### src/rtl/spi_regfile_peripheral_pkg.sv
// ----------------------------------------------------------------------------
// spi_regfile_peripheral_pkg
//   Shared definitions for the SPI register-file peripheral: FSM state type,
//   R/W bit meaning and the frame-length helper.
// ----------------------------------------------------------------------------
package spi_regfile_peripheral_pkg;

    typedef enum logic [1:0] {
        ST_IDLE,
        ST_SHIFT,
        ST_COMMIT
    } state_t;

    // Value of the leading frame bit that marks a write.
    localparam logic RW_WRITE = 1'b1;

    // Frame = R/W bit + address field + data field.
    function automatic int unsigned frame_width(input int unsigned addr_w,
                                                input int unsigned data_w);
        return 1 + addr_w + data_w;
    endfunction

endpackage

### src/rtl/spi_sync_edge.sv
// ----------------------------------------------------------------------------
// spi_sync_edge
//   Multi-stage synchroniser for one asynchronous input, plus rise/fall
//   detection of the synchronised level against one extra flip-flop.
// Ports
//   clk   in   system clock
//   rst   in   synchronous active-high reset
//   d     in   asynchronous input
//   q     out  synchronised level (last synchroniser stage)
//   rise  out  one-cycle strobe, q went 0->1
//   fall  out  one-cycle strobe, q went 1->0
// ----------------------------------------------------------------------------
module spi_sync_edge #(
    parameter int unsigned STAGES  = 2,
    parameter logic        RST_VAL = 1'b0
) (
    input  logic clk,
    input  logic rst,
    input  logic d,
    output logic q,
    output logic rise,
    output logic fall
);

    logic [STAGES-1:0] chain;
    logic              last;

    always_ff @(posedge clk) begin
        if (rst) begin
            chain <= {STAGES{RST_VAL}};
            last  <= RST_VAL;
        end else begin
            chain <= {chain[STAGES-2:0], d};
            last  <= chain[STAGES-1];
        end
    end

    assign q    = chain[STAGES-1];
    assign rise = q & ~last;
    assign fall = ~q & last;

endmodule

### src/rtl/spi_regfile_peripheral.sv
// ----------------------------------------------------------------------------
// spi_regfile_peripheral
//   SPI mode-0 peripheral with a retained register file, fully synchronous to
//   clk. sclk/cs_n/copi are oversampled; fixed-length frames
//   {R/W, address, data} (MSB first) write a register or read one back on cipo.
// Ports
//   clk        in   system clock, sole clock domain
//   rst        in   synchronous active-high reset
//   sclk       in   SPI clock (asynchronous)
//   cs_n       in   SPI chip select, active-low (asynchronous)
//   copi       in   controller-out peripheral-in (asynchronous)
//   cipo       out  controller-in peripheral-out (0 when not driving)
//   cipo_oe    out  pad output enable for cipo
//   reg_q      out  register file, reg n at [n*DATA_W +: DATA_W]
//   wr_pulse   out  one-cycle strobe, a register was written
//   wr_addr    out  address of the last write, valid with wr_pulse
//   frame_err  out  one-cycle strobe, frame rejected
// ----------------------------------------------------------------------------
module spi_regfile_peripheral
    import spi_regfile_peripheral_pkg::*;
#(
    parameter int unsigned       NUM_REGS    = 5,
    parameter int unsigned       DATA_W      = 8,
    parameter int unsigned       ADDR_W      = 7,
    parameter int unsigned       SYNC_STAGES = 2,
    parameter int unsigned       READ_EN     = 1,
    parameter logic [DATA_W-1:0] RESET_VAL   = '0
) (
    input  logic                       clk,
    input  logic                       rst,
    input  logic                       sclk,
    input  logic                       cs_n,
    input  logic                       copi,
    output logic                       cipo,
    output logic                       cipo_oe,
    output logic [NUM_REGS*DATA_W-1:0] reg_q,
    output logic                       wr_pulse,
    output logic [ADDR_W-1:0]          wr_addr,
    output logic                       frame_err
);

    localparam int unsigned      FRAME_W  = frame_width(ADDR_W, DATA_W);
    localparam int unsigned      CNT_W    = $clog2(FRAME_W + 1);
    localparam logic [CNT_W-1:0] CNT_FULL = CNT_W'(FRAME_W);
    // bit_cnt value just before / just after the last address bit is captured
    localparam logic [CNT_W-1:0] CNT_ADDR_LAST = CNT_W'(ADDR_W);
    localparam logic [CNT_W-1:0] CNT_ADDR_DONE = CNT_W'(ADDR_W + 1);
    localparam logic [ADDR_W:0]  NUM_REGS_L    = (ADDR_W + 1)'(NUM_REGS);

    logic sclk_q, sclk_rise, sclk_fall;
    logic cs_q, cs_rise, cs_fall;
    logic copi_q, copi_rise, copi_fall;

    spi_sync_edge #(.STAGES(SYNC_STAGES), .RST_VAL(1'b0)) u_sync_sclk (
        .clk(clk), .rst(rst), .d(sclk), .q(sclk_q), .rise(sclk_rise), .fall(sclk_fall)
    );
    // cs_n resets high so leaving reset never looks like a frame start.
    spi_sync_edge #(.STAGES(SYNC_STAGES), .RST_VAL(1'b1)) u_sync_cs (
        .clk(clk), .rst(rst), .d(cs_n), .q(cs_q), .rise(cs_rise), .fall(cs_fall)
    );
    spi_sync_edge #(.STAGES(SYNC_STAGES), .RST_VAL(1'b0)) u_sync_copi (
        .clk(clk), .rst(rst), .d(copi), .q(copi_q), .rise(copi_rise), .fall(copi_fall)
    );

    logic unused_sync;
    assign unused_sync = ^{sclk_q, cs_fall, copi_rise, copi_fall};

    state_t              state, state_next;
    logic [CNT_W-1:0]    bit_cnt;
    logic [FRAME_W-1:0]  rx_shift;
    logic                overrun;
    logic [DATA_W-1:0]   tx_shift;
    logic                oe;
    logic [DATA_W-1:0]   regs [NUM_REGS];

    // Address as it stands once the incoming copi bit is appended; used on the
    // sclk rise that completes the address field.
    logic [ADDR_W-1:0]   addr_early;
    logic                rw_early;
    logic [DATA_W-1:0]   rd_data;

    assign addr_early = ADDR_W'({rx_shift, copi_q});
    assign rw_early   = rx_shift[ADDR_W-1];

    always_comb begin
        rd_data = '0;
        for (int unsigned i = 0; i < NUM_REGS; i++) begin
            if (ADDR_W'(i) == addr_early) rd_data = regs[i];
        end
    end

    logic                rw_bit;
    logic [ADDR_W-1:0]   fr_addr;
    logic [DATA_W-1:0]   fr_data;
    logic                full_len, do_write, do_err, read_ok;

    assign rw_bit   = rx_shift[FRAME_W-1];
    assign fr_addr  = rx_shift[FRAME_W-2 -: ADDR_W];
    assign fr_data  = rx_shift[DATA_W-1:0];
    assign full_len = (bit_cnt == CNT_FULL) && !overrun;
    assign read_ok  = full_len && (rw_bit != RW_WRITE) && (READ_EN != 0);
    assign do_write = (state == ST_COMMIT) && full_len && (rw_bit == RW_WRITE)
                      && ({1'b0, fr_addr} < NUM_REGS_L);
    assign do_err   = (state == ST_COMMIT) && !do_write && !read_ok;

    always_ff @(posedge clk) begin
        if (rst) state <= ST_IDLE;
        else     state <= state_next;
    end

    always_comb begin
        state_next = state;
        unique case (state)
            ST_IDLE:   if (!cs_q)   state_next = ST_SHIFT;
            ST_SHIFT:  if (cs_rise) state_next = ST_COMMIT;
            ST_COMMIT: state_next = ST_IDLE;
            default:   state_next = ST_IDLE;
        endcase
    end

    always_ff @(posedge clk) begin
        if (rst) begin
            bit_cnt   <= '0;
            rx_shift  <= '0;
            overrun   <= 1'b0;
            tx_shift  <= '0;
            oe        <= 1'b0;
            wr_pulse  <= 1'b0;
            wr_addr   <= '0;
            frame_err <= 1'b0;
            for (int unsigned i = 0; i < NUM_REGS; i++) regs[i] <= RESET_VAL;
        end else begin
            wr_pulse  <= 1'b0;
            frame_err <= 1'b0;
            unique case (state)
                ST_IDLE: begin
                    bit_cnt  <= '0;
                    rx_shift <= '0;
                    overrun  <= 1'b0;
                    tx_shift <= '0;
                    oe       <= 1'b0;
                end
                ST_SHIFT: begin
                    // cs_n rise wins over any sclk edge seen in the same cycle.
                    if (cs_rise) begin
                        oe <= 1'b0;
                    end else if (sclk_rise) begin
                        if (bit_cnt != CNT_FULL) begin
                            rx_shift <= {rx_shift[FRAME_W-2:0], copi_q};
                            bit_cnt  <= bit_cnt + 1'b1;
                            if ((READ_EN != 0) && (bit_cnt == CNT_ADDR_LAST)
                                && (rw_early != RW_WRITE)) begin
                                tx_shift <= rd_data;
                                oe       <= 1'b1;
                            end
                        end else begin
                            overrun <= 1'b1;
                        end
                    end else if (sclk_fall && oe && (bit_cnt > CNT_ADDR_DONE)) begin
                        // The fall right after the load keeps the MSB on cipo so the
                        // controller samples it on the first data-phase rise.
                        tx_shift <= {tx_shift[DATA_W-2:0], 1'b0};
                    end
                end
                ST_COMMIT: begin
                    if (do_write) begin
                        for (int unsigned i = 0; i < NUM_REGS; i++) begin
                            if (ADDR_W'(i) == fr_addr) regs[i] <= fr_data;
                        end
                        wr_pulse <= 1'b1;
                        wr_addr  <= fr_addr;
                    end
                    if (do_err) frame_err <= 1'b1;
                end
                default: ;
            endcase
        end
    end

    always_comb begin
        reg_q = '0;
        for (int unsigned i = 0; i < NUM_REGS; i++) reg_q[i*DATA_W +: DATA_W] = regs[i];
    end

    assign cipo_oe = oe;
    assign cipo    = oe & tx_shift[DATA_W-1];

endmodule

### config.mk
export PLATFORM = sky130hd
export DESIGN_NAME = spi_regfile_peripheral
export DESIGN_NICKNAME = d
export VERILOG_FILES = /design/src/rtl/spi_regfile_peripheral_pkg.sv /design/src/rtl/spi_sync_edge.sv /design/src/rtl/spi_regfile_peripheral.sv
export SDC_FILE = /design/constraint.sdc
export NUM_CORES = 1
export LEC_CHECK = 0
export CORE_ASPECT_RATIO = 0.75
export CORE_MARGIN = 3
export CORE_UTILIZATION = 55
export CTS_BUF_LIST = sky130_fd_sc_hd__clkbuf_2
export CTS_CLUSTER_SIZE = 20
export DETAILED_ROUTE_END_ITERATION = 12
export MAX_ROUTING_LAYER = met4
export PLACE_DENSITY = 0.81
export SLEW_MARGIN = 20
export SYNTH_ARGS = -nofsm -noshare
export SYNTH_HDL_FRONTEND = slang
export SYNTH_SLANG_ARGS = --single-unit
### constraint.sdc
create_clock -name clk -period 3.97 [get_ports clk]
set_clock_uncertainty 0.2 [all_clocks]
set_input_delay 0.794 -clock clk [delete_from_list [all_inputs] [get_ports clk]]
set_output_delay 0.794 -clock clk [all_outputs]
set_load 0.01 [all_outputs]
# == After elaboration in Yosys (flattened, before gate mapping) ==
# Memories as Yosys holds them, arrays and structs flattened.
# Index checks and enable logic that the tools add are counted.
# W data, S select, Z words.
# totals
ff_bits,50
wordCells,147
out_inout_bits,51
ramBits,40
mem_count,1
inputBits,5
# mem_list
memory,depth,word_bits,rd,rd_clocked_by_memory_dff,wr,line,text
regs,5,8,5,0,5,spi_regfile_peripheral.sv:74,logic [DATA_W-1:0] regs [NUM_REGS];
# classes
n_addsub,1
reduce_logical,24
n_eq_ne,25
n_mux,65
n_lt_le_gt_ge,2
n_bitwise,15
# op_table
op,count
$mux W8,15
$mux W16,3
$mux W1,36
$pmux W16 S2,1
$eq A2 B7 Y1 const A,4
$ne A3 B3 Y1 const B,6
$pmux W8 S2,1
$mux W5,3
$eq A1 B7 Y1 const A,2
$eq A3 B7 Y1 const A,2
$logic_not A7 Y1,2
$ne A2 B2 Y1 const B,6
$reduce_and A4 Y1,3
$logic_and A1 B1 Y1,10
$pmux W5 S2,1
$lt A7 B3 Y1 const B,1
$not A1 Y1,6
$add A5 B1 Y5 const B,1
$eq A5 B3 Y1 const B,1
$eq A5 B5 Y1 const B,1
$gt A5 B4 Y1 const B,1
$ne A5 B5 Y1 const B,1
$or A1 B1 Y1,5
$reduce_and A5 Y1,1
11 further kinds,19

# == Depth between registers and ports, before layout ==
# Gate-level depths: netlist (run 1).
# logic_depth
depth_word,11
mapped_depth,9
ltp_nobuf,7

# == Hierarchy ==
# From an unflattened synthesis (run 1), not the netlist that was laid out.
# unflattened
hier_cells,345
hier_area_um2,3862.5
# modules_own_cells
module,area_per_inst_um2,cells_per_inst,seq_area_each_um2,n_inst
spi_regfile_peripheral,3587.2,321,2042.0,1
spi_sync_edge (u_sync_copi ...),91.3,8,60.1,2
spi_sync_edge (u_sync_cs),92.6,8,60.1,1

# == Least setup slack after synthesis (run 1) ==
# OpenSTA, ideal clock, no wires.
# synth_path
kind,flip-flop to flip-flop
start,reg rx_shift[14]
end,"mem regs[4][0] (netlist: regs[0][32]), enable pin"
required_ns,3.372
synth_period_minus_slack_ns,3.024
slack_ns,0.946
stages_incl_launch_ff,5
t_arrival_ns,2.426
path_cell_list,dfxtp_1 or4_1 or4_1 buf_2 o41ai_1
# synth_rtl
element,line,text
from (decl),spi_regfile_peripheral.sv:70,logic [FRAME_W-1:0] rx_shift;
from (signal assigned),spi_regfile_peripheral.sv:149,"rx_shift <= {rx_shift[FRAME_W-2:0], copi_q};"
to (decl),spi_regfile_peripheral.sv:74,

==> out/results.md, run 1 <==
- status: finished clean
- Max clock buf depth: 2
- Register-to-Register Setup Slack: 0.92 ns
- source of the worst register-to-register timing path: rx_shift[14]
- total number of nets in the final design: 399
- setup repair after global routing missed its margin: no
- average instance area after synthesis: 10.8 µm²
- Critical Path Source Type: register
- Gates resized, CTS repair: 0
- sequential share of the synthesized area: 60.4%
- final max-slew violation count: 0
- sequential power share: 64.4%
- Filler Cells Inserted: 472
- maximum frequency from static timing analysis: 328 MHz
- number of register bits inferred by synthesis: 90
- routed wire length per instance: 19.3 µm
- total power per unit cell area: 352 nW/µm²
- clock transition at the registers of the reported paths: 0.22 ns
- final hold violations: 0
- Critical path origin: rx_shift[14]
- TritonCTS clock tree: yes
- switch share: 23.8%
- number of distinct library cells after synthesis: 45
- worst reg2reg endpoint: regs[0][31]
- pre-CTS setup slack: 0.944 ns
- total leakage power: 0.00154 µW
- DRC: 0
- max-cap violations: 0
- number of warnings printed during yosys synthesis: 0
- biggest cell delay along the critical path: 0.62 ns
- CTS Hold Buffers Added: 0
- PnR worst setup slack: 0.918 ns
- area of the die: 7650 µm²
- buffers plus inverters on the worst setup path: 0
- cell seen most often among critical-path stages: sky130_fd_sc_hd__or4_1
- number of antenna violations at the first check in global routing: 0
- crit-path leading delay family: simple AND/OR/NAND/NOR gates
- Sequential cell area: 2200 µm²
- switching power: 370 µW
- number of flops mapped to enable cells by yosys: 40
- Final setup violation count: 0
- largest fanout on the critical path: 8
- Logic pwr share: 7.0%
- number of global-route vias before repair: 2746
- Sinks on Clock Net: 90
- via density per instance: 6.22
- Inserted Clock Buffers: 9
- post-synth top area share: 32.9%
- DRT antenna net count: 0
- cell accounting for the most synthesized area: sky130_fd_sc_hd__edfxtp_1
- total of buffers placed on input and output ports: 55
- master cell of the clock root buffer: sky130_fd_sc_hd__clkbuf_2
- n_diodes: 0
- I/O pins: 56
- critical path data required time: 3.92 ns
- drt initial violations: 384
- crit path kind: reg -> reg
- Post-Route Hold Slack: 0.255 ns
- number of core rows: 25
- mapped cell area: 3650 µm²
- CTS H-tree lvls: 3
- sum of routed wire length over all layers: 9230 µm
- Worst setup EP type: register
- HP Class: reg -> reg
- cell types with the largest area share after synthesis: sky130_fd_sc_hd__edfxtp_1, sky130_fd_sc_hd__dfxtp_1, sky130_fd_sc_hd__o21ai_0
- Most used DFF post-synth: sky130_fd_sc_hd__dfxtp_1
- Std-Cell Core Area: 6350 µm²
- maximum number of pins on one net before global-route repair: 34
- cell internal power dissipation: 1190 µW
- count of vias placed by the detailed router: 2971
- overall die height: 76.5 µm
- arrival time worst endpoint: 3.00 ns
- Die W: 100 µm
- Synth-to-Final Area Change: 21.2%
- net count of the mapped netlist: 344
- combined area of the multi-input logic cells: 1320 µm²
- slowest cell on the critical path: sky130_fd_sc_hd__or4_1
- global-route wire length before repair: 14700 µm
- transition time at the pin with the least slew margin: 1.08 ns
- worst rel slew slack: 27.7%
- first-pass detailed-route iteration total: 5
- Starting Density: 57.4%
- crit share post-route: 76.9%
- Crit. path cell count: 4
- All-Layer GR Usage: 25.1%
- Syn Inst Count: 337
- post-route setup TNS: 0 ns
- Cell Chain, Critical Path: or4_1 -> or4_1 -> or3_1 -> o21ai_1
- shortest clock period the worst path allows after layout: 3.05 ns
- relative contribution of the clock network to total power: 28.6%
- ratio of cells with drive above 1 in the final layout: 9.32%
- worst setup path endpoint: regs[0][31]
- Post-CTS Setup Bufs: 0
- GP Congestion: 0.877
- Detail Placement HPWL: 6400 µm
- worst IR drop on VDD: 0.225 mV
- global route total overflow: 0
- Skew-Pair Late Insertion Delay: 0.50 ns
- worst reg2reg path depth: 4
- share of flip-flops with an asynchronous set or reset: 0%
==> area by class of cell <==
class                      count  share of cell area [%]
timing repair buffer          65                    14.2
inverter                      15                    1.27
tap                           81                    2.29
clock inverter                 5                    1.27
clock buffer                  11                    1.25
sequential                    90                    49.8
multi-input combinational    211                    29.9
==> state kept, by name, indices dropped and copies added, names as in the netlist <==
register,count
bit_cnt,5
frame_err,1
u_sync_sclk.last,1
u_sync_sclk.chain,2
tx_shift,8
rx_shift,16
wr_addr,7
u_sync_copi.chain,2
wr_pulse,1
u_sync_cs.last,1
overrun,1
cipo_oe,1
u_sync_cs.chain,2
state,2
regs,40
==> cells in the mapped netlist (all sizes together) (2+ instances only) <==
master and instances:
o22a 7, a221oi 7, o41ai 2, a21oi 31, nor2 13, nor2b 8, clkbuf 15, nor3 10
o21ai 38, and3 4, or4 2, a211oi 2, buf 6, or2 4, xnor2 3, o211ai 8
edfxtp 40, nand3b 2, nand2 7, or3 2, mux2i 3, nand2b 3, nand3 21, a32o 7
and2 11, nor3b 2, inv 15, dfxtp 50, ha 2
==> placed cells by master, fill, tap and decap left out, types with 2 or more instances in the layout <==
cell and n:
sky130_fd_sc_hd__inv_1 15, sky130_fd_sc_hd__a21oi_1 31, sky130_fd_sc_hd__ha_1 2, sky130_fd_sc_hd__mux2i_1 3, sky130_fd_sc_hd__edfxtp_1 40, sky130_fd_sc_hd__a32o_1 7, sky130_fd_sc_hd__o22a_1 7, sky130_fd_sc_hd__nor3_1 10
sky130_fd_sc_hd__clkinv_4 2, sky130_fd_sc_hd__nand2b_1 3, sky130_fd_sc_hd__clkbuf_2 11, sky130_fd_sc_hd__nor2b_1 8, sky130_fd_sc_hd__or3_1 2, sky130_fd_sc_hd__or4_1 2, sky130_fd_sc_hd__buf_4 10, sky130_fd_sc_hd__a221oi_1 7
sky130_fd_sc_hd__o21ai_0 36, sky130_fd_sc_hd__nand2_1 7, sky130_fd_sc_hd__nand3_1 21, sky130_fd_sc_hd__o211ai_1 8, sky130_fd_sc_hd__clkdlybuf4s50_1 55, sky130_fd_sc_hd__and3_1 4, sky130_fd_sc_hd__and2_1 10, sky130_fd_sc_hd__nand3b_1 2
sky130_fd_sc_hd__o21ai_1 2, sky130_fd_sc_hd__nor3b_1 2, sky130_fd_sc_hd__or2_2 4, sky130_fd_sc_hd__dfxtp_1 50, sky130_fd_sc_hd__nor2_1 11, sky130_fd_sc_hd__xnor2_1 3
==> how the worst min path moves through the flow <==
stage,start,to,slack [ns],cells past startpoint
6_report,u_sync_cs.chain[0],u_sync_cs.chain[1],0.25,1
5_1_grt,u_sync_copi.chain[0],u_sync_copi.chain[1],0.27,1
4_1_cts,u_sync_cs.chain[0],u_sync_cs.chain[1],0.26,1
3_5_place_dp,u_sync_cs.chain[0],u_sync_cs.chain[1],0.21,1
3_3_place_gp,u_sync_cs.chain[0],u_sync_cs.chain[1],0.20,1
2_1_floorplan,u_sync_cs.chain[0],u_sync_cs.chain[1],0.19,1
==> metal layers <==
layer | track usage [%] | up-vias | wire length [µm]
li1 | - | 1362 | -
met1 | 37.3 | 1445 | 4330
met2 | 35.8 | 153 | 4150
met3 | 4.67 | 11 | 663
met4 | 6.33 | 0 | 90
met5 | - | - | 0
==> stage by stage <==
| step | power, µW | util, % | cells | instance area [µm²] |
|---|---|---|---|---|
| after floorplan | 1070 | - | 337 | 3650 |
| after global placement | 1130 | 67.7 | 462 | 4300 |
| after detailed placement | 1130 | 67.7 | 462 | 4300 |
| after CTS | 1560 | 69.5 | 478 | 4410 |
| after global routing | 1600 | 69.6 | 478 | 4420 |
| final | 1560 | 69.6 | 478 | 4420 |
==> power groups by stage <==
stage          sequential [µW]  clock, µW  combinational (µW)
2_1_floorplan             1020          0                46.2
3_3_place_gp              1020          0                 106
3_5_place_dp              1020          0                 108
4_1_cts                   1000        452                 108
5_1_grt                   1000        483                 116
6_report                  1000        445                 109
==> cells by family after synthesis <==
group / share of synthesized area (%)
AO/OA/AOI/OAI: 18.7
AND/OR/NAND/NOR: 14.6
flip-flops: 60.4
buffers and inverters: 3.77
multiplexers: 1.13
XOR/XNOR: 0.721
adder cells (fa/ha/maj): 0.686
Note: power is estimated with default switching activity, not from simulation.
==> inputs of run 2 (changes only) <==
==> constraint.sdc (replaced) <==
create_clock -name clk -period 3.05 [get_ports clk]
set_clock_uncertainty 0.2 [all_clocks]
set_input_delay 0.61 -clock clk [delete_from_list [all_inputs] [get_ports clk]]
set_output_delay 0.61 -clock clk [all_outputs]
set_load 0.01 [all_outputs]
==> run 2 against run 1 <==
  * Die area stayed put
  * Non-clock buffer count is 7 higher
  * Maximum frequency is 11% higher
  * First-iteration DRC count is 29% lower
  * Sequential power is 30% higher
  * Via count is 2.2% higher
  * Utilization is 0.69 points higher
==> out/results.md, run 2 (synthesis results as in run 1) <==
- Gates resized, CTS repair: 0, unchanged
- HP Class: reg -> reg, unchanged
- number of global-route vias before repair: 2882, was 2746
- met3 routing resource usage after global routing: 9.97%, was 4.67%
- Cell Chain, Critical Path: or4_1 -> or4_1 -> a21o_1 -> nor2_4 -> and2_1, was or4_1 -> or4_1 -> or3_1 -> o21ai_1
- routed wire length per instance: 20.1 µm, was 19.3 µm
- arrival time worst endpoint: 2.92 ns, was 3.00 ns
- I/O pins: 56, unchanged
- transition time at the pin with the least slew margin: 0.837 ns, was 1.08 ns
- pre-CTS setup slack: 0.360 ns, was 0.944 ns
- max-cap violations: 0, unchanged
- shortest clock period the worst path allows after layout: 2.76 ns, was 3.05 ns
- final hold violations: 0, unchanged
- drt initial violations: 274, was 384
- Critical Path Source Type: register, unchanged
- most frequent cells in the layout: sky130_fd_sc_hd__clkdlybuf4s50_1, sky130_fd_sc_hd__dfxtp_1, sky130_fd_sc_hd__edfxtp_1, sky130_fd_sc_hd__o21ai_0, sky130_fd_sc_hd__a21oi_1, unchanged
- Most flops, register: regs, unchanged
- number of antenna violations at the first check in global routing: 1, was 0
- slowest cell on the critical path: sky130_fd_sc_hd__or4_1, unchanged
- crit path kind: reg -> reg, unchanged
- crit share post-route: 90.5%, was 76.9%
- critical path data required time: 3.21 ns, was 3.92 ns
- largest registers in the final layout: regs (40), rx_shift (16), tx_shift (8), unchanged
- number of core rows: 25, unchanged
- Die W: 100 µm, unchanged
- CTS Hold Buffers Added: 0, unchanged
- total power draw: 2040 µW, was 1560 µW
- Starting Density: 57.4%, unchanged
- total leakage power: 0.00157 µW, was 0.00154 µW
- most common cell after layout, fill and taps aside: sky130_fd_sc_hd__clkdlybuf4s50_1, unchanged
- Inserted Clock Buffers: 9, unchanged
- status: finished clean, unchanged
- total power per unit cell area: 458 nW/µm², was 352 nW/µm²
- DRT antenna net count: 0, unchanged
- All-Layer GR Usage: 27.6%, was 25.1%
- count of vias placed by the detailed router: 3035, was 2971
- cell seen most often among critical-path stages: sky130_fd_sc_hd__or4_1, unchanged
- setup repair after global routing missed its margin: no, unchanged
- TritonCTS clock tree: yes, unchanged
- total of buffers placed on input and output ports: 55, unchanged
- buffers plus inverters on the worst setup path: 0, unchanged
- Most Crowded Layer GR: met1, unchanged
- clock transition at the registers of the reported paths: 0.21 ns, was 0.22 ns
- GP Congestion: 0.932, was 0.877
- global-route wire length before repair: 15800 µm, was 14700 µm
- Register-to-Register Setup Slack: 0.29 ns, was 0.92 ns
- PnR worst setup slack: 0.290 ns, was 0.918 ns
- number of flip-flops under the largest register name: 40, unchanged
- Max clock buf depth: 2, unchanged
- maximum number of pins on one net before global-route repair: 32, was 34
- fraction of met1 tracks used by global routing: 39.3%, was 37.3%
- DRC: 0, unchanged
- ratio of cells with drive above 1 in the final layout: 10.6%, was 9.32%
- worst IR drop on VDD: 0.291 mV, was 0.225 mV
- largest fanout on the critical path: 9, was 8
- Skew-Pair Late Insertion Delay: 0.56 ns, was 0.50 ns
- global route total overflow: 0, unchanged
- Final setup violation count: 0, unchanged
- global routing met2 resource utilization: 38.2%, was 35.8%
- Std-Cell Core Area: 6350 µm², unchanged
- Synth-to-Final Area Change: 22.4%, was 21.2%
- Filler Cells Inserted: 469, was 472
- number of cells in the design after placement: 469, was 462
- Detail Placement HPWL: 6930 µm, was 6400 µm
- Post-CTS Setup Bufs: 0, unchanged
- master cell of the clock root buffer: sky130_fd_sc_hd__clkbuf_2, unchanged
- Worst setup EP type: register, unchanged
- sum of routed wire length over all layers: 9780 µm, was 9230 µm
- first-pass detailed-route iteration total: 5, unchanged
- post-route setup TNS: 0 ns, unchanged
- crit-path leading delay family: simple AND/OR/NAND/NOR gates, unchanged
- final max-slew violation count: 0, unchanged
- total number of nets in the final design: 406, was 399
- via density per instance: 6.24, was 6.22
- maximum frequency from static timing analysis: 362 MHz, was 328 MHz
- Sinks on Clock Net: 90, unchanged
- area of the die: 7650 µm², unchanged
- CTS H-tree lvls: 3, unchanged
- non-filler cells, final: 486, was 478
- worst rel slew slack: 43.8%, was 27.7%
- biggest cell delay along the critical path: 0.63 ns, was 0.62 ns
- overall die height: 76.5 µm, unchanged
==> run 2: stage by stage <==
step | utilization (%) | hold slack (ns) | cell area (µm²)
after floorplan | - | 0.189 | 3650
after global placement | 68.6 | 0.211 | 4350
after detailed placement | 68.6 | 0.211 | 4350
after CTS | 70.2 | 0.249 | 4460
after global routing | 70.3 | 0.268 | 4460
final | 70.3 | 0.248 | 4460
==> run 2: layer usage <==
layer / vias to the layer above / wire length, µm
li1: 1373 / -
met3: 13 / 1080
met5: - / 0
met1: 1477 / 4270
met2: 172 / 4320
met4: 0 / 112
==> run 2: final timing paths <==
check                                           from                   end  depth (start not counted)
worst max-delay path                    rx_shift[14]           regs[0][28]                          5
worst min-delay path            u_sync_copi.chain[0]  u_sync_copi.chain[1]                          1
worst max register to register          rx_shift[14]           regs[0][28]                          5
worst min register to register  u_sync_copi.chain[0]  u_sync_copi.chain[1]                          1
==> run 2: power breakdown <==
group | total [µW] | internal (µW) | leakage [µW] | switching [µW]
logic | 150 | 67.6 | 0.000685 | 82.0
clock network | 589 | 202 | 0.0000722 | 387
registers | 1300 | 1280 | 0.000810 | 21.0
==> run 2: layout make-up <==
type                    instances  area (µm²)  share of cell area [%]
multi-input cells             211        1320                    29.5
clock buffers                  13        65.1                    1.46
well taps                      81         101                    2.27
clock inverters                 3        42.5                   0.953
repair buffers                 72         678                    15.2
flip-flops and latches         90        2200                    49.3
diodes                          1        2.50                  0.0561
inverters                      15        56.3                    1.26
==> inputs of run 3 (changes only) <==
--- a/config.mk
+++ b/config.mk
@@ -11,6 +11,7 @@
 export CTS_BUF_LIST = sky130_fd_sc_hd__clkbuf_2
 export CTS_CLUSTER_SIZE = 20
 export DETAILED_ROUTE_END_ITERATION = 12
+export GPL_TIMING_DRIVEN = 0
 export MAX_ROUTING_LAYER = met4
 export PLACE_DENSITY = 0.81
 export SLEW_MARGIN = 20
==> run 3 against run 2 <==
  * Die area stayed put
  * Utilization up 0.30 points
  * Worst setup slack worse by 0.22 ns
  * Clock-buffer cell count is 4 lower
  * Worst hold slack got worse by 0.012 ns
  * Wire length fell by 3.1%
==> out/results.md, run 3 (synthesis results as in run 1) <==
- status: finished clean, unchanged
- Die W: 100 µm, unchanged
- max-cap violations: 0, unchanged
- worst setup path endpoint: regs[0][24], was regs[0][28]
- final max-slew violation count: 0, unchanged
- cell internal power dissipation: 1550 µW, about the same
- Critical Path Source Type: register, unchanged
- Sinks on Clock Net: 90, unchanged
- master cell of the clock root buffer: sky130_fd_sc_hd__clkbuf_2, unchanged
- arrival time worst endpoint: 3.06 ns, was 2.92 ns
- Critical path origin: rx_shift[14], unchanged
- global-route wire length before repair: 15000 µm, was 15800 µm
- HP Class: in -> reg, was reg -> reg
- Worst Hold Depth: 2, was 1
- total power per unit cell area: 466 nW/µm², was 458 nW/µm²
- switch share: 25.7%, was 24.0%
- largest fanout on the critical path: 8, was 9
- largest registers in the final layout: regs (40), rx_shift (16), tx_shift (8), unchanged
- Register-to-Register Setup Slack: 0.07 ns, was 0.29 ns
- CTS H-tree lvls: 3, unchanged
- global route total overflow: 0, unchanged
- total number of nets in the final design: 411, was 406
- sequential power share: 62.3%, was 63.9%
- number of global-route vias before repair: 2832, was 2882
- number of core rows: 25, unchanged
- met2 wire length: 4320 µm, unchanged
- DRT antenna net count: 0, unchanged
- total met3 wirelength after detailed routing: 923 µm, was 1080 µm
- All-Layer GR Usage: 26.2%, was 27.6%
- final hold violations: 0, unchanged
- n_diodes: 0, was 1
- overall die height: 76.5 µm, unchanged
- worst IR drop on VDD: 0.354 mV, was 0.291 mV
- total leakage power: 0.00153 µW, was 0.00157 µW
- Final setup violation count: 0, unchanged
- Starting Density: 57.4%, unchanged
- shortest clock period the worst path allows after layout: 2.98 ns, was 2.76 ns
- Max clock buf depth: 2, unchanged
- post-route setup TNS: 0 ns, unchanged
- most frequent cells in the layout: sky130_fd_sc_hd__clkdlybuf4s50_1, sky130_fd_sc_hd__dfxtp_1, sky130_fd_sc_hd__edfxtp_1, sky130_fd_sc_hd__o21ai_0, sky130_fd_sc_hd__a21oi_1, unchanged
- Skew-Pair Late Insertion Delay: 0.58 ns, was 0.56 ns
- drt initial violations: 347, was 274
- transition time at the pin with the least slew margin: 1.09 ns, was 0.837 ns
- Most flops, register: regs, unchanged
- Met1 Routed Length: 4110 µm, was 4270 µm
- clock transition at the registers of the reported paths: 0.25 ns, was 0.21 ns
- Logic pwr share: 7.1%, was 7.3%
- GP Congestion: 0.883, was 0.932
- number of antenna violations at the first check in global routing: 0, was 1
- crit path kind: reg -> reg, unchanged
- worst reg2reg path depth: 5, unchanged
- switching power: 537 µW, was 490 µW
- relative contribution of the clock network to total power: 30.6%, was 28.8%
- Detail Placement HPWL: 6720 µm, was 6930 µm
- Std-Cell Core Area: 6350 µm², unchanged
- worst reg2reg endpoint: regs[0][24], was regs[0][28]
- count of vias placed by the detailed router: 3035, unchanged
- I/O pins: 56, unchanged
- DRC: 0, unchanged
- TritonCTS clock tree: yes, unchanged
- maximum number of pins on one net before global-route repair: 18, was 32
- most common cell after layout, fill and taps aside: sky130_fd_sc_hd__clkdlybuf4s50_1, unchanged
- worst rel slew slack: 26.9%, was 43.8%
- sum of routed wire length over all layers: 9470 µm, was 9780 µm
- first-pass detailed-route iteration total: 6, was 5
- via density per instance: 6.19, was 6.24
- Worst setup EP type: register, unchanged
- routed wire length per instance: 19.3 µm, was 20.1 µm
- crit share post-route: 97.8%, was 90.5%
- ratio of cells with drive above 1 in the final layout: 8.80%, was 10.6%
- Inserted Clock Buffers: 9, unchanged
- number of flip-flops under the largest register name: 40, unchanged
- area of the die: 7650 µm², unchanged
- number of cells in the design after placement: 474, was 469
- total of buffers placed on input and output ports: 54, was 55
- non-filler cells, final: 490, was 486
- source of the worst register-to-register timing path: rx_shift[14], unchanged
- critical path data required time: 3.13 ns, was 3.21 ns
- maximum frequency from static timing analysis: 335 MHz, was 362 MHz
- Synth-to-Final Area Change: 22.9%, was 22.4%
- highest metal layer used by the detailed router: met4, unchanged
run 3: cell count changes in the layout (fill, tap and decap cells not counted), sizes merged:
cell / before / now
clkbuf: 13 / 24
clkdlybuf4s50: 55 / 54
inv: 15 / 19
buf: 17 / 8
diode: 1 / 0
run 3: repair_timing:
item,CTS,global route
endpoints found under the setup margin,16,13
buffers inserted,0,0
hold buffers,0,0
gates resized for setup,2,5
endpoints found under the hold margin,0,0
run 3: worst min path at each step:
| stage | startpoint | to | slack, ns |
|---|---|---|---|
| 2_1_floorplan | u_sync_cs.chain[0] | u_sync_cs.chain[1] | 0.19 |
| 3_3_place_gp | u_sync_cs.chain[0] | u_sync_cs.chain[1] | 0.20 |
| 3_5_place_dp | u_sync_cs.chain[0] | u_sync_cs.chain[1] | 0.21 |
| 4_1_cts | rst | u_sync_copi.chain[1] | 0.20 |
| 5_1_grt | rst | u_sync_copi.chain[1] | 0.25 |
| 6_report | rst | u_sync_copi.chain[1] | 0.24 |
run 3: layout make-up:
cell class | instances | area, µm²
Sequential cell | 90 | 2200
Fill cell | 509 | 1870
Inverter | 15 | 56.3
Clock buffer | 9 | 45.0
Multi-Input combinational cell | 211 | 1360
Tap cell | 81 | 101
Buffer | 21 | 81.3
Clock inverter | 7 | 81.3
Timing Repair Buffer | 56 | 551
run 3: metal layers:
layer | global-route usage [%] | vias to the layer above
met3 | 6.77 | 14
met1 | 36.8 | 1454
met2 | 37.5 | 178
li1 | - | 1389
met5 | - | -
met4 | 8.21 | 0
run 3: per-stage QoR:
| stage | hold WS (ns) | total power, µW | instance area [µm²] | setup WS, ns | util (%) |
|---|---|---|---|---|---|
| detailed placement | 0.210 | 1470 | 4320 | -0.180 | 68.0 |
| global route | 0.247 | 2160 | 4480 | -0.00608 | 70.6 |
| finish | 0.236 | 2090 | 4480 | 0.0669 | 70.6 |
| CTS | 0.197 | 2090 | 4450 | 0.0489 | 70.1 |
| global placement | 0.199 | 1460 | 4290 | -0.798 | 67.5 |
| floorplan | 0.189 | 1390 | 3650 | 0.0259 | - |
run 3: critical path, cell delays in order (launching register included):
cell and delay, ns:
sky130_fd_sc_hd__dfxtp_1 0.38, sky130_fd_sc_hd__or4_1 0.61, sky130_fd_sc_hd__or4_1 0.53, sky130_fd_sc_hd__buf_2 0.20, sky130_fd_sc_hd__or3_1 0.42, sky130_fd_sc_hd__o21ai_4 0.35
run 3: power groups by stage:
stage                     Sequential, µW  Clock (µW)  Combinational [µW]
after CTS                           1300         651                 144
after floorplan                     1330           0                60.1
final                               1300         639                 148
after detailed placement            1320           0                 143
after global placement              1320           0                 138
after global routing                1300         695                 158
